==> config.mk <==
export PLATFORM = sky130hd
export DESIGN_NAME = x1_pixmix
export DESIGN_NICKNAME = d
export VERILOG_FILES = /design/src/rtl/x1_vid_pkg.sv /design/src/rtl/x1_pal_ram.sv /design/src/rtl/x1_pixmix.sv
export SDC_FILE = /design/constraint.sdc
export NUM_CORES = 1
export LEC_CHECK = 0
export ABC_AREA = 1
export BUFFER_PORTS_ARGS = -buffer_cell sky130_fd_sc_hd__buf_4
export CORE_MARGIN = 1.5
export CORE_UTILIZATION = 45
export CTS_BUF_LIST = sky130_fd_sc_hd__clkbuf_8
export DETAILED_ROUTE_END_ITERATION = 8
export PLACE_DENSITY_LB_ADDON = 0.08
export SYNTH_ARGS = -nofsm -noshare
export SYNTH_HDL_FRONTEND = slang
export SYNTH_SLANG_ARGS = --single-unit
==> constraint.sdc <==
create_clock -name I_VCLK -period 4.2 [get_ports I_VCLK]
set_input_delay 0.21 -clock I_VCLK [delete_from_list [all_inputs] [get_ports I_VCLK]]
set_output_delay 0.21 -clock I_VCLK [all_outputs]
set_load 0.02 [all_outputs]
==> src/rtl/x1_vid_pkg.sv <==
// Shared definitions for the X1 video path: attribute bit positions,
// colour constants and the palette entry layout.
package x1_vid_pkg;

  localparam int ATT_H2X   = 7;
  localparam int ATT_V2X   = 6;
  localparam int ATT_PCG   = 5;
  localparam int ATT_BLINK = 4;
  localparam int ATT_REV   = 3;
  localparam int ATT_G     = 2;
  localparam int ATT_R     = 1;
  localparam int ATT_B     = 0;

  localparam logic [2:0] COL_BLACK = 3'b000;

  localparam int PAL_W      = 4;
  localparam int PAL_PRIO   = 3;
  localparam int PAL_COL_HI = 2;
  localparam int PAL_COL_LO = 0;

  typedef struct packed {
    logic       prio;
    logic [2:0] col;
  } pal_entry_t;

  // Text colour from the CG MSBs: without PCG all three guns follow the CG row.
  function automatic logic [2:0] text_pixel(input logic [7:0] att,
                                            input logic       g_msb,
                                            input logic       r_msb,
                                            input logic       b_msb,
                                            input logic       blink);
    logic [2:0] raw;
    logic       inv;
    raw = {g_msb,
           att[ATT_PCG] ? r_msb : g_msb,
           att[ATT_PCG] ? b_msb : g_msb} & {att[ATT_G], att[ATT_R], att[ATT_B]};
    inv = att[ATT_REV] ^ (att[ATT_BLINK] & blink);
    return raw ^ {3{inv}};
  endfunction

endpackage

==> src/rtl/x1_pal_ram.sv <==
// Palette/priority table: one synchronous write port, one asynchronous read
// port, so a same-index read during a write still sees the old entry.
module x1_pal_ram
  import x1_vid_pkg::*;
#(
  parameter int PLANES = 3
) (
  input  logic              clk_i,
  input  logic              rst_i,
  input  logic              we_i,
  input  logic [PLANES-1:0] widx_i,
  input  pal_entry_t        wdata_i,
  input  logic [PLANES-1:0] ridx_i,
  output pal_entry_t        rdata_o
);

  localparam int ENTRIES = 1 << PLANES;

  pal_entry_t [ENTRIES-1:0] mem_q;

  always_ff @(posedge clk_i) begin
    if (rst_i) begin
      mem_q <= '0;
    end else if (we_i) begin
      mem_q[widx_i] <= wdata_i;
    end
  end

  assign rdata_o = mem_q[ridx_i];

endmodule

==> src/rtl/x1_pixmix.sv <==
// X1/X1turbo pixel serialiser and text/graphic mixer: shifts CG/PCG and
// graphic planes, applies attributes, blink, palette priority and black control.
module x1_pixmix
  import x1_vid_pkg::*;
#(
  parameter int PLANES    = 3,
  parameter int PIXW      = 8,
  parameter int BLINK_DIV = 16
) (
  input  logic                   I_VCLK,
  input  logic                   I_RESET,
  input  logic                   I_PIX_EN,
  input  logic                   I_LOAD,
  input  logic                   I_DISP,
  input  logic                   I_VSYNC,
  input  logic                   I_H2X_ODD,
  input  logic [7:0]             I_ATT,
  input  logic [PIXW-1:0]        I_CG,
  input  logic [PIXW-1:0]        I_PCGB,
  input  logic [PIXW-1:0]        I_PCGR,
  input  logic [PIXW-1:0]        I_PCGG,
  input  logic [PLANES*PIXW-1:0] I_GR,
  input  logic                   I_PAL_WE,
  input  logic [PLANES-1:0]      I_PAL_IDX,
  input  logic [3:0]             I_PAL_D,
  input  logic [2:0]             I_BLACK_COL,
  input  logic                   I_TXT_BLACK,
  input  logic                   I_GR0_BLACK,
  input  logic                   I_GR1_BLACK,
  input  logic                   I_BLK_BLACK,
  output logic [2:0]             O_COL,
  output logic                   O_YM,
  output logic                   O_DISP,
  output logic                   O_BLINK
);

  localparam logic [7:0] BLINK_LAST = 8'(BLINK_DIV - 1);

  logic                   disp_q, disp_d;
  logic [7:0]             att_q, att_d;
  logic [PLANES-1:0][PIXW-1:0] gr_q, gr_d;
  logic [PIXW-1:0]        cgb_q, cgb_d, cgr_q, cgr_d, cgg_q, cgg_d;
  logic                   tog_q, tog_d;
  logic                   vs_q, vs_d;
  logic [7:0]             bcnt_q, bcnt_d;
  logic                   blink_q, blink_d;
  logic [2:0]             col_q, col_d;
  logic                   ym_q, ym_d;
  logic                   odisp_q, odisp_d;

  logic                   cg_shift;
  logic [PLANES-1:0]      gi;
  logic [2:0]             txt_col;
  logic                   txt_clear;
  logic                   gr_sel;
  logic                   black;
  logic [2:0]             mix_col;
  pal_entry_t             pal_rd;
  pal_entry_t             pal_wd;

  assign pal_wd = pal_entry_t'(I_PAL_D);

  x1_pal_ram #(
    .PLANES (PLANES)
  ) u_pal (
    .clk_i   (I_VCLK),
    .rst_i   (I_RESET),
    .we_i    (I_PAL_WE),
    .widx_i  (I_PAL_IDX),
    .wdata_i (pal_wd),
    .ridx_i  (gi),
    .rdata_o (pal_rd)
  );

  // Shift/load of the pixel registers and the VSYNC blink timebase.
  always_comb begin
    disp_d  = disp_q;
    att_d   = att_q;
    gr_d    = gr_q;
    cgb_d   = cgb_q;
    cgr_d   = cgr_q;
    cgg_d   = cgg_q;
    tog_d   = tog_q;
    vs_d    = I_VSYNC;
    bcnt_d  = bcnt_q;
    blink_d = blink_q;

    cg_shift = ~att_q[ATT_H2X] | tog_q;

    if (I_VSYNC & ~vs_q) begin
      if (bcnt_q == BLINK_LAST) begin
        bcnt_d  = 8'd0;
        blink_d = ~blink_q;
      end else begin
        bcnt_d  = bcnt_q + 8'd1;
        blink_d = blink_q;
      end
    end else begin
      bcnt_d  = bcnt_q;
      blink_d = blink_q;
    end

    if (I_PIX_EN) begin
      tog_d = ~tog_q;
      if (I_LOAD) begin
        disp_d = I_DISP;
        att_d  = I_ATT;
        tog_d  = 1'b0;
        for (int p = 0; p < PLANES; p++) begin
          gr_d[p] = I_GR[p*PIXW +: PIXW];
        end
        // The odd half of a double-width cell keeps the even cell's CG row,
        // and its load strobe still counts as that row's last pixel advance.
        if (I_ATT[ATT_H2X] & I_H2X_ODD) begin
          if (cg_shift) begin
            cgb_d = {cgb_q[PIXW-2:0], 1'b0};
            cgr_d = {cgr_q[PIXW-2:0], 1'b0};
            cgg_d = {cgg_q[PIXW-2:0], 1'b0};
          end else begin
            cgb_d = cgb_q;
            cgr_d = cgr_q;
            cgg_d = cgg_q;
          end
        end else begin
          cgb_d = I_PCGB;
          cgr_d = I_PCGR;
          cgg_d = I_ATT[ATT_PCG] ? I_PCGG : I_CG;
        end
      end else begin
        for (int p = 0; p < PLANES; p++) begin
          gr_d[p] = {gr_q[p][PIXW-2:0], 1'b0};
        end
        if (cg_shift) begin
          cgb_d = {cgb_q[PIXW-2:0], 1'b0};
          cgr_d = {cgr_q[PIXW-2:0], 1'b0};
          cgg_d = {cgg_q[PIXW-2:0], 1'b0};
        end else begin
          cgb_d = cgb_q;
          cgr_d = cgr_q;
          cgg_d = cgg_q;
        end
      end
    end else begin
      tog_d = tog_q;
    end
  end

  // Text/graphic mix, palette priority and black masking of the current pixel.
  always_comb begin
    for (int p = 0; p < PLANES; p++) begin
      gi[p] = disp_q & gr_q[p][PIXW-1];
    end

    txt_col   = text_pixel(att_q, cgg_q[PIXW-1], cgr_q[PIXW-1], cgb_q[PIXW-1], blink_q);
    txt_clear = (txt_col == COL_BLACK);
    gr_sel    = pal_rd.prio | txt_clear | ~disp_q;

    if (~disp_q) begin
      mix_col = COL_BLACK;
      black   = I_BLK_BLACK;
    end else if (gr_sel) begin
      mix_col = pal_rd.col;
      black   = (gi[PLANES-1:1] == '0) & (gi[0] ? I_GR1_BLACK : I_GR0_BLACK);
    end else begin
      mix_col = txt_col;
      black   = I_TXT_BLACK & (txt_col == I_BLACK_COL);
    end

    col_d   = black ? COL_BLACK : mix_col;
    ym_d    = black;
    odisp_d = disp_q;
  end

  // State and output registers; VSYNC held high across reset is not an edge.
  always_ff @(posedge I_VCLK) begin
    if (I_RESET) begin
      disp_q  <= 1'b0;
      att_q   <= 8'h00;
      gr_q    <= '0;
      cgb_q   <= '0;
      cgr_q   <= '0;
      cgg_q   <= '0;
      tog_q   <= 1'b0;
      vs_q    <= 1'b1;
      bcnt_q  <= 8'd0;
      blink_q <= 1'b0;
      col_q   <= COL_BLACK;
      ym_q    <= 1'b0;
      odisp_q <= 1'b0;
    end else begin
      disp_q  <= disp_d;
      att_q   <= att_d;
      gr_q    <= gr_d;
      cgb_q   <= cgb_d;
      cgr_q   <= cgr_d;
      cgg_q   <= cgg_d;
      tog_q   <= tog_d;
      vs_q    <= vs_d;
      bcnt_q  <= bcnt_d;
      blink_q <= blink_d;
      col_q   <= col_d;
      ym_q    <= ym_d;
      odisp_q <= odisp_d;
    end
  end

  assign O_COL   = col_q;
  assign O_YM    = ym_q;
  assign O_DISP  = odisp_q;
  assign O_BLINK = blink_q;

endmodule
==> results of run 1 <==
[registers in the layout, summed over array words and instances, names as in the netlist, 3 cells and up]
| name | count |
|---|---|
| cgg_q | 8 |
| bcnt_q | 8 |
| cgb_q | 8 |
| cgr_q | 8 |
| u_pal.mem_q | 32 |
| att_q | 7 |
| gr_q | 24 |
| O_COL | 3 |
[power groups by stage]
stage | logic [W] | registers, W | clock network, W
6_report | 0.000265 | 0.00106 | 0.000570
5_1_grt | 0.000302 | 0.00107 | 0.000621
4_1_cts | 0.000267 | 0.00106 | 0.000589
3_5_place_dp | 0.000266 | 0.00108 | 0
3_3_place_gp | 0.000261 | 0.00108 | 0
2_1_floorplan | 0.000168 | 0.00108 | 0
[path summary, 6_finish.rpt]
| kind | to | slack [ps] | depth (start not counted) |
|---|---|---|---|
| setup / recovery | O_COL[2]$_SDFF_PP0_ | 2220 | 11 |
| hold / removal | vs_q$_SDFF_PP1_ | 30 | 2 |
| hold reg to reg | u_pal.mem_q[9]$_SDFFE_PP0P_ | 450 | 2 |
| setup reg to reg | O_COL[2]$_SDFF_PP0_ | 2220 | 11 |
[metal layers]
metal	vias to the layer above	routed length, µm
li1	2422	-
met1	2129	5230
met2	106	5360
met3	21	579
met4	0	270
met5	-	0
[worst max-delay path: stages, from the launching register on]
cell	delay (ps)
dfxtp_1	560
nand2_4	230
inv_1	270
nand2_1	80
nand3_1	90
a21oi_1	90
nor2_2	160
nand2_2	120
o21ai_0	100
nand2_1	80
inv_1	60
nor2_1	40
[kinds of logic after synthesis]
kind of cell | after synthesis
AOI/OAI and AO/OA | 129
xor gates and xnor gates | 1
buffers and inverters | 123
DFF | 104
and+or+nand+nor | 347
muxes | 5
adders and majority gates | 1
[cell type report]
type	instances	area, µm²
fill	1031	4680
multi-input combinational	483	2280
sequential	104	2080
timing repair buffer	90	676
inverter	94	353
tap	136	170
clock buffer	10	138
clock inverter	6	36.3
[metrics by stage]
stage / area, µm² / utilization / worst slack (ps) / instances / hold slack [ps]
finish: 5740 / 0.551 / 2220 / 923 / 32.4
detailed placement: 5560 / 0.534 / 2090 / 907 / 413
global route: 5740 / 0.551 / 2030 / 923 / 30.9
floorplan: 4860 / - / 2660 / 710 / 317
global placement: 5560 / 0.534 / 2100 / 907 / 410
CTS: 5740 / 0.551 / 2240 / 923 / 16.3
[cells in the final DEF, fill, tap and decap left out, drive strengths merged]
cell type    n
or2          1
o311ai       1
xnor2        1
mux2         1
o2111ai      1
inv         95
o22ai        4
o211ai       9
a21oi       35
buf         90
mux2i        4
a31oi        2
ha           1
nand3       54
nand4        2
a2111oi      7
nor3b        1
nand2      158
clkinv       3
a211oi       1
clkinvlp     2
o221ai      12
dfxtp      104
nor3         2
o21ai       57
clkbuf      10
nor2       129
==> out/metrics.yaml, run 1 <==
outcome: "completed"
routabilityCongestion: 0.808
ant_nets: 0
syn_inst: 710
synth_common_cells: "151 x nand2_1, 126 x nor2_1, 104 x dfxtp_1"
grt_pass1_wl_um: 19400
path_clk_slew_ps: 90
hold_violations: 0
critPathKind: "reg -> reg"
firstDrtPassIters: 5
cts_tree: "yes"
hold_class: "in -> reg"
synth_compound_area_frac: 0.160
coreArea_mm2: 0.0104
postCtsHoldBufs: 0
ctsHtreeMaxLevel: 3
synth_top_family_by_area: "simple AND/OR/NAND/NOR gates"
layout-drive-gt1-share: 0.159
fin_crit_ps: 1980
ys_ff_latch: 104
power_w: 0.00190
cts_sinks: 104
worstMarginPinSlew_ps: 1140
synth_area_leader_cell: "dfxtp_1"
synth_xor_xnor_area_share: 0.00180
avgRoutedWirePerCell_um: 12.4
synth-edff-count: 0
met1_usage: 0.272
ys.flop_type: "dfxtp_1"
cts_root_buf: "clkbuf_8"
dieArea_mm2: 0.0114
dieHeight_um: 107
cellPowerDensity_mw_per_mm2: 331
clockPowerShare: 0.300
required_ps: 4470
synthDominantCellAreaShare: 0.428
routed_wl_um: 11400
vias: 4678
grt_max_degree: 77
cts_resized: 0
yosysWarnings: 0
fmax_mhz: 506
grt_usage: 0.211
postCtsSetupRepairBufs: 0
insertion_delay_ps: 380
rsz0062_at_grt: "no"
seq_power_share: 0.560
yosysMostFrequentCell: "nand2_1"
antenna_cells: 0
initial_core_util: 0.467
start_kind: "flip-flop"
syn_to_final_growth_pct: 18.0
grt_busiest_layer: "met2"
ys_top_cells_by_area: "dfxtp_1 43%, nand2_1 12%, nor2_1 9.7%"
yosys.area_share.adder: 0.00257
critPathMaxFanout: 21
synth.distinct_cells: 39
irDropWorstVdd_mv: 0.208
swShare: 0.274
grt_use_met2: 0.345
final_nets: 869
cell_internal_pwr_w: 0.00138
drc_errors: 0
worstSetupEndpointType: "flip-flop"
cp.arrival_ps: 2250
grt_pass1_vias: 4356
synth_simple_gate_area_frac: 0.295
worstHoldStart: "I_VSYNC"
synthArstFlopShare: 0
tns_ps: 0
power.switching_w: 0.000519
overflow: 0
synth.area.mux_share: 0.0106
drtIter0Drc: 174
min_period_over_period: 0.471
seq_area_frac_synth: 0.428
final_max_slew_viol_count: 0
combPwrFrac: 0.140
clock_path_buffers: 2
die_width_um: 107
syn_avg_cell_area_um2: 6.85
finClkSkew_ps: 8.51
row_count: 37
antenna_found_initial: 0
io_buffer_count: 90
max_cap_violations: 0
setup_violations: 0
met3_usage: 0.0438
ioPinCount: 92
rr_startpoint: "gr_q[7]$_SDFFE_PP0P_"
power_leakage_nw: 2.74
crit_path_start: "gr_q[7]$_SDFFE_PP0P_"
netlist_area_mm2: 0.00486
routed_via_density: 5.07
dpl.hpwl_um: 8020
cts_made_buffers: 9
synth_fp_nets: 797
maxSlewHeadroom: 0.241
Note: power is estimated with default switching activity, not from simulation.
==> run 2: changes to the inputs <==
==> constraint.sdc (replaced) <==
create_clock -name I_VCLK -period 1.6 [get_ports I_VCLK]
set_input_delay 0.08 -clock I_VCLK [delete_from_list [all_inputs] [get_ports I_VCLK]]
set_output_delay 0.08 -clock I_VCLK [all_outputs]
set_load 0.02 [all_outputs]
==> out/metrics.yaml, run 2 (same netlist as run 1, synthesis figures left out) <==
clockPowerShare: 0.342
critPathMostFrequentCell: "nand2_1"
cts_made_buffers: 9
worstMarginPinSlew_ps: 312
hold_class: "in -> reg"
setup_violations: 0
cellPowerDensity_mw_per_mm2: 862
multi_input_area_mm2: 0.00231
fin_cells: 978
layout-drive-gt1-share: 0.189
dieHeight_um: 107
ant_nets: 0
drc_errors: 0
die_width_um: 107
seq_power_share: 0.510
routabilityCongestion: 0.909
dpl.hpwl_um: 8360
grt_pass1_wl_um: 20400
routed_wl_um: 12400
row_count: 37
place_area_mm2: 0.00571
path_clk_slew_ps: 100
antenna_cells: 0
nFillCells: 1005
fin_crit_ps: 1490
start_kind: "flip-flop"
swShare: 0.262
cts_root_buf: "clkbuf_8"
worstSetupEndpointType: "flip-flop"
min_period_over_period: 0.932
drtIter0Drc: 191
fin_area_mm2: 0.00634
fmax_mhz: 671
irDropWorstVdd_mv: 0.542
final_max_slew_viol_count: 0
power.switching_w: 0.00143
insertion_delay_ps: 370
vias: 4835
ctsHtreeMaxLevel: 3
cts_tree: "yes"
routed_via_density: 4.94
power_w: 0.00547
syn_to_final_growth_pct: 30.4
slowest_delay_ps: 340
overflow: 0
tns_ps: 0
grt_max_degree: 62
grt_pass1_vias: 4570
required_ps: 1880
io_buffer_count: 90
cts_sinks: 104
rsz0062_at_grt: "yes"
cp.arrival_ps: 1770
clock_path_buffers: 2
largest_register: "u_pal.mem_q"
critPathKind: "reg -> reg"
path_cells: "inv_1, nand2_1, nand2_2, nand2_1, nand2_1, nand3_2, nand2_2, inv_1, nand2_1, nand3_1, nand2_1, inv_1"
grt_usage: 0.224
placedCellCount: 923
final_nets: 924
hold_violations: 0
antenna_found_initial: 0
layout_common_cells: "149 x nand2_1, 124 x nor2_1, 108 x buf_4"
largest_register_ffs: 32
firstDrtPassIters: 4
max_cap_violations: 0
coreArea_mm2: 0.0104
combPwrFrac: 0.148
maxSlewHeadroom: 0.787
power_leakage_nw: 3.02
hold-worst-slack_ps: 11.0
finClkSkew_ps: 7.51
dieArea_mm2: 0.0114
outcome: "completed"
top_regs: "u_pal.mem_q (32), gr_q (24)"
cell_internal_pwr_w: 0.00404
critPathMaxFanout: 6
initial_core_util: 0.467
cp_slowest_cell: "dfxtp_1"
ioPinCount: 92
layout_commonest_cell: "nand2_1"
final-seq-area_mm2: 0.00209
avgRoutedWirePerCell_um: 12.6
## run 2: power groups by stage
stage | sequential, W | combinational, W | clock [W]
floorplan | 0.00283 | 0.000441 | 0
global placement | 0.00284 | 0.000717 | 0
detailed placement | 0.00284 | 0.000733 | 0
CTS | 0.00278 | 0.000800 | 0.00192
global route | 0.00280 | 0.000906 | 0.00202
finish | 0.00279 | 0.000811 | 0.00187
## run 2: cell type report
cell class / instances / share of cell area
inverter: 94 / 0.0557
sequential: 104 / 0.329
multi-input combinational: 484 / 0.364
clock buffer: 10 / 0.0217
timing repair buffer: 144 / 0.188
tap: 136 / 0.0269
clock inverter: 6 / 0.0144
## run 2: worst paths after layout
check / cells after the start / slack [ps] / start / end
max: 12 / 110 / att_q[3]$_SDFFE_PP0P_ / O_YM$_SDFF_PP0_
min: 3 / 10 / I_PCGR[2] / cgr_q[2]$_SDFFE_PP0P_
min reg2reg: 2 / 450 / u_pal.mem_q[9]$_SDFFE_PP0P_ / u_pal.mem_q[9]$_SDFFE_PP0P_
max reg2reg: 12 / 110 / att_q[3]$_SDFFE_PP0P_ / O_YM$_SDFF_PP0_
## run 2: per-layer routing
metal,up-vias,global-route usage,part of all wire
met4,0,0.0619,0.011
met2,125,0.375,0.48
met3,9,0.0620,0.054
li1,2536,-,-
met5,-,0,0
met1,2165,0.282,0.45
## run 2: per-stage QoR
stage / setup WS [ps] / util
finish: 109 / 0.608
global placement: 74.8 / 0.548
detailed placement: 31.6 / 0.548
global route: -1.74 / 0.608
CTS: 2.63 / 0.602
floorplan: 56.5 / -
## run 2: what timing repair did
action,CTS,global route
gates resized for setup,0,11
setup buffers,0,4
hold buffers,33,1
hold endpoints to repair,33,1
endpoints found under the setup margin,0,10
## run 2: worst max-delay path, delay by kind of cell, from the launching register on
kind	cells	cell delay [ps]
simple gates	9	870
flops	1	340
buf+inv	3	180
==> run 3: changes to the inputs <==
--- a/config.mk
+++ b/config.mk
@@ -11,6 +11,7 @@
 export CORE_UTILIZATION = 45
 export CTS_BUF_LIST = sky130_fd_sc_hd__clkbuf_8
 export DETAILED_ROUTE_END_ITERATION = 8
+export MAX_ROUTING_LAYER = met4
 export PLACE_DENSITY_LB_ADDON = 0.08
 export SYNTH_ARGS = -nofsm -noshare
 export SYNTH_HDL_FRONTEND = slang
==> out/metrics.yaml, run 3 (same netlist as run 1, synthesis figures left out) <==
start_kind: "flip-flop"
cellPowerDensity_mw_per_mm2: 828
ctsHtreeMaxLevel: 3
vias: 4899
layout_commonest_cell: "nand2_1"
dpl.hpwl_um: 8390
path_clk_slew_ps: 100
required_ps: 1860
worst-r2r-cell-count: 8
fin_area_mm2: 0.00634
worstHoldStart: "I_PCGR[2]"
power_leakage_nw: 3.00
antenna_found_initial: 0
ioPinCount: 92
largest_register_ffs: 32
worstMarginPinSlew_ps: 392
dieArea_mm2: 0.0114
fin_crit_ps: 1500
path_cells: "nand2_8, buf_4, o211ai_1, a21oi_1, o21ai_0, nand2_1, inv_1, nor2_1"
rsz0062_at_grt: "yes"
grt_usage: 0.229
reg2reg_slack_ps: 100
row_count: 37
critPathKind: "reg -> reg"
clock_path_buffers: 2
maxSlewHeadroom: 0.735
hold_depth: 3
r2r-end: "O_COL[1]$_SDFF_PP0_"
drc_errors: 0
place_area_mm2: 0.00571
setup_violations: 0
worst-path-buf-inv: 2
rr_startpoint: "disp_q$_SDFFE_PP0P_"
largest_register: "u_pal.mem_q"
grt_max_degree: 34
slowest_delay_ps: 420
final_max_slew_viol_count: 0
antenna_cells: 0
hold_violations: 0
cts_root_buf: "clkbuf_8"
cts_sinks: 104
cts_made_buffers: 9
insertion_delay_ps: 370
power_w: 0.00525
irDropWorstVdd_mv: 0.609
layout-drive-gt1-share: 0.203
finClkSkew_ps: 12.3
worstSetupEndpointType: "flip-flop"
drtIter0Drc: 173
routed_wl_um: 12100
hold-worst-slack_ps: 13.3
overflow: 0
avgRoutedWirePerCell_um: 12.4
grt_pass1_vias: 4668
cp.arrival_ps: 1770
top_regs: "u_pal.mem_q (32), gr_q (24)"
grt_pass1_wl_um: 20600
fmax_mhz: 666
routabilityCongestion: 0.897
cp_top_family: "compound AO/OA/AOI/OAI gates"
initial_core_util: 0.467
dieHeight_um: 107
coreArea_mm2: 0.0104
firstDrtPassIters: 5
min_period_over_period: 0.939
hold_path_end: "cgr_q[2]$_SDFFE_PP0P_"
cp_slowest_cell: "dfxtp_4"
syn_to_final_growth_pct: 30.5
cts_tree: "yes"
die_width_um: 107
final_nets: 923
hold_class: "in -> reg"
layout_common_cells: "144 x nand2_1, 123 x nor2_1, 112 x buf_4"
io_buffer_count: 90
outcome: "completed"
max_cap_violations: 0
critPathMaxFanout: 11
ant_nets: 0
routed_via_density: 5.01
run 3: power by group:
part / switching [W] / internal, W
Combinational: 0.000435 / 0.000391
Clock: 0.000915 / 0.000727
Sequential: 0.0000721 / 0.00271
Total: 0.00142 / 0.00383
run 3: worst reg2reg max path, delay by kind of cell, from the launching register on:
family / cells / cell delay [ps]
AOI/OAI and AO/OA: 3 / 550
DFF: 1 / 420
buffers and inverters: 2 / 220
and+or+nand+nor: 3 / 220
run 3: per-layer routing:
layer  global-route usage  part of all wire  up-vias
met1                0.287              0.44     2208
met5                    -                 0        -
li1                     -                 -     2536
met3               0.0450             0.047       25
met2                0.370              0.48      130
met4               0.0781             0.025        0
run 3: final cells by class:
cell class,count,area (µm²)
sequential,104,2100
clock inverter,7,72.6
clock buffer,9,124
inverter,94,355
tap,136,170
multi-input combinational,483,2350
timing repair buffer,144,1170
fill,978,4070
run 3: timing repair:
action	CTS	global route
hold buffers	31	0
resized for setup	1	30
cloned	0	0
setup buffers	0	5
endpoints found under the setup margin	4	7
pin swaps	0	5
hold endpoints to repair	31	0
run 3: worst max-delay path by stage:
stage | startpoint | endpoint | slack [ps] | cells past startpoint
after global placement | disp_q$_SDFFE_PP0P_ | O_YM$_SDFF_PP0_ | 80 | 12
final | disp_q$_SDFFE_PP0P_ | O_COL[1]$_SDFF_PP0_ | 100 | 8
after CTS | disp_q$_SDFFE_PP0P_ | O_COL[2]$_SDFF_PP0_ | 6 | 10
after floorplan | O_BLINK$_SDFFE_PP0P_ | O_YM$_SDFF_PP0_ | 60 | 11
after detailed placement | O_BLINK$_SDFFE_PP0P_ | O_YM$_SDFF_PP0_ | 6 | 11
after global routing | O_BLINK$_SDFFE_PP0P_ | O_YM$_SDFF_PP0_ | -40 | 12
run 3: through the flow:
stage,TNS (ps),instances,utilization,worst slack [ps]
5_1_grt,-91.9,977,0.609,-40.2
6_report,0,977,0.609,98.2
3_5_place_dp,0,925,0.548,5.70
2_1_floorplan,0,710,-,56.5
4_1_cts,0,972,0.597,5.65
3_3_place_gp,0,925,0.548,76.7
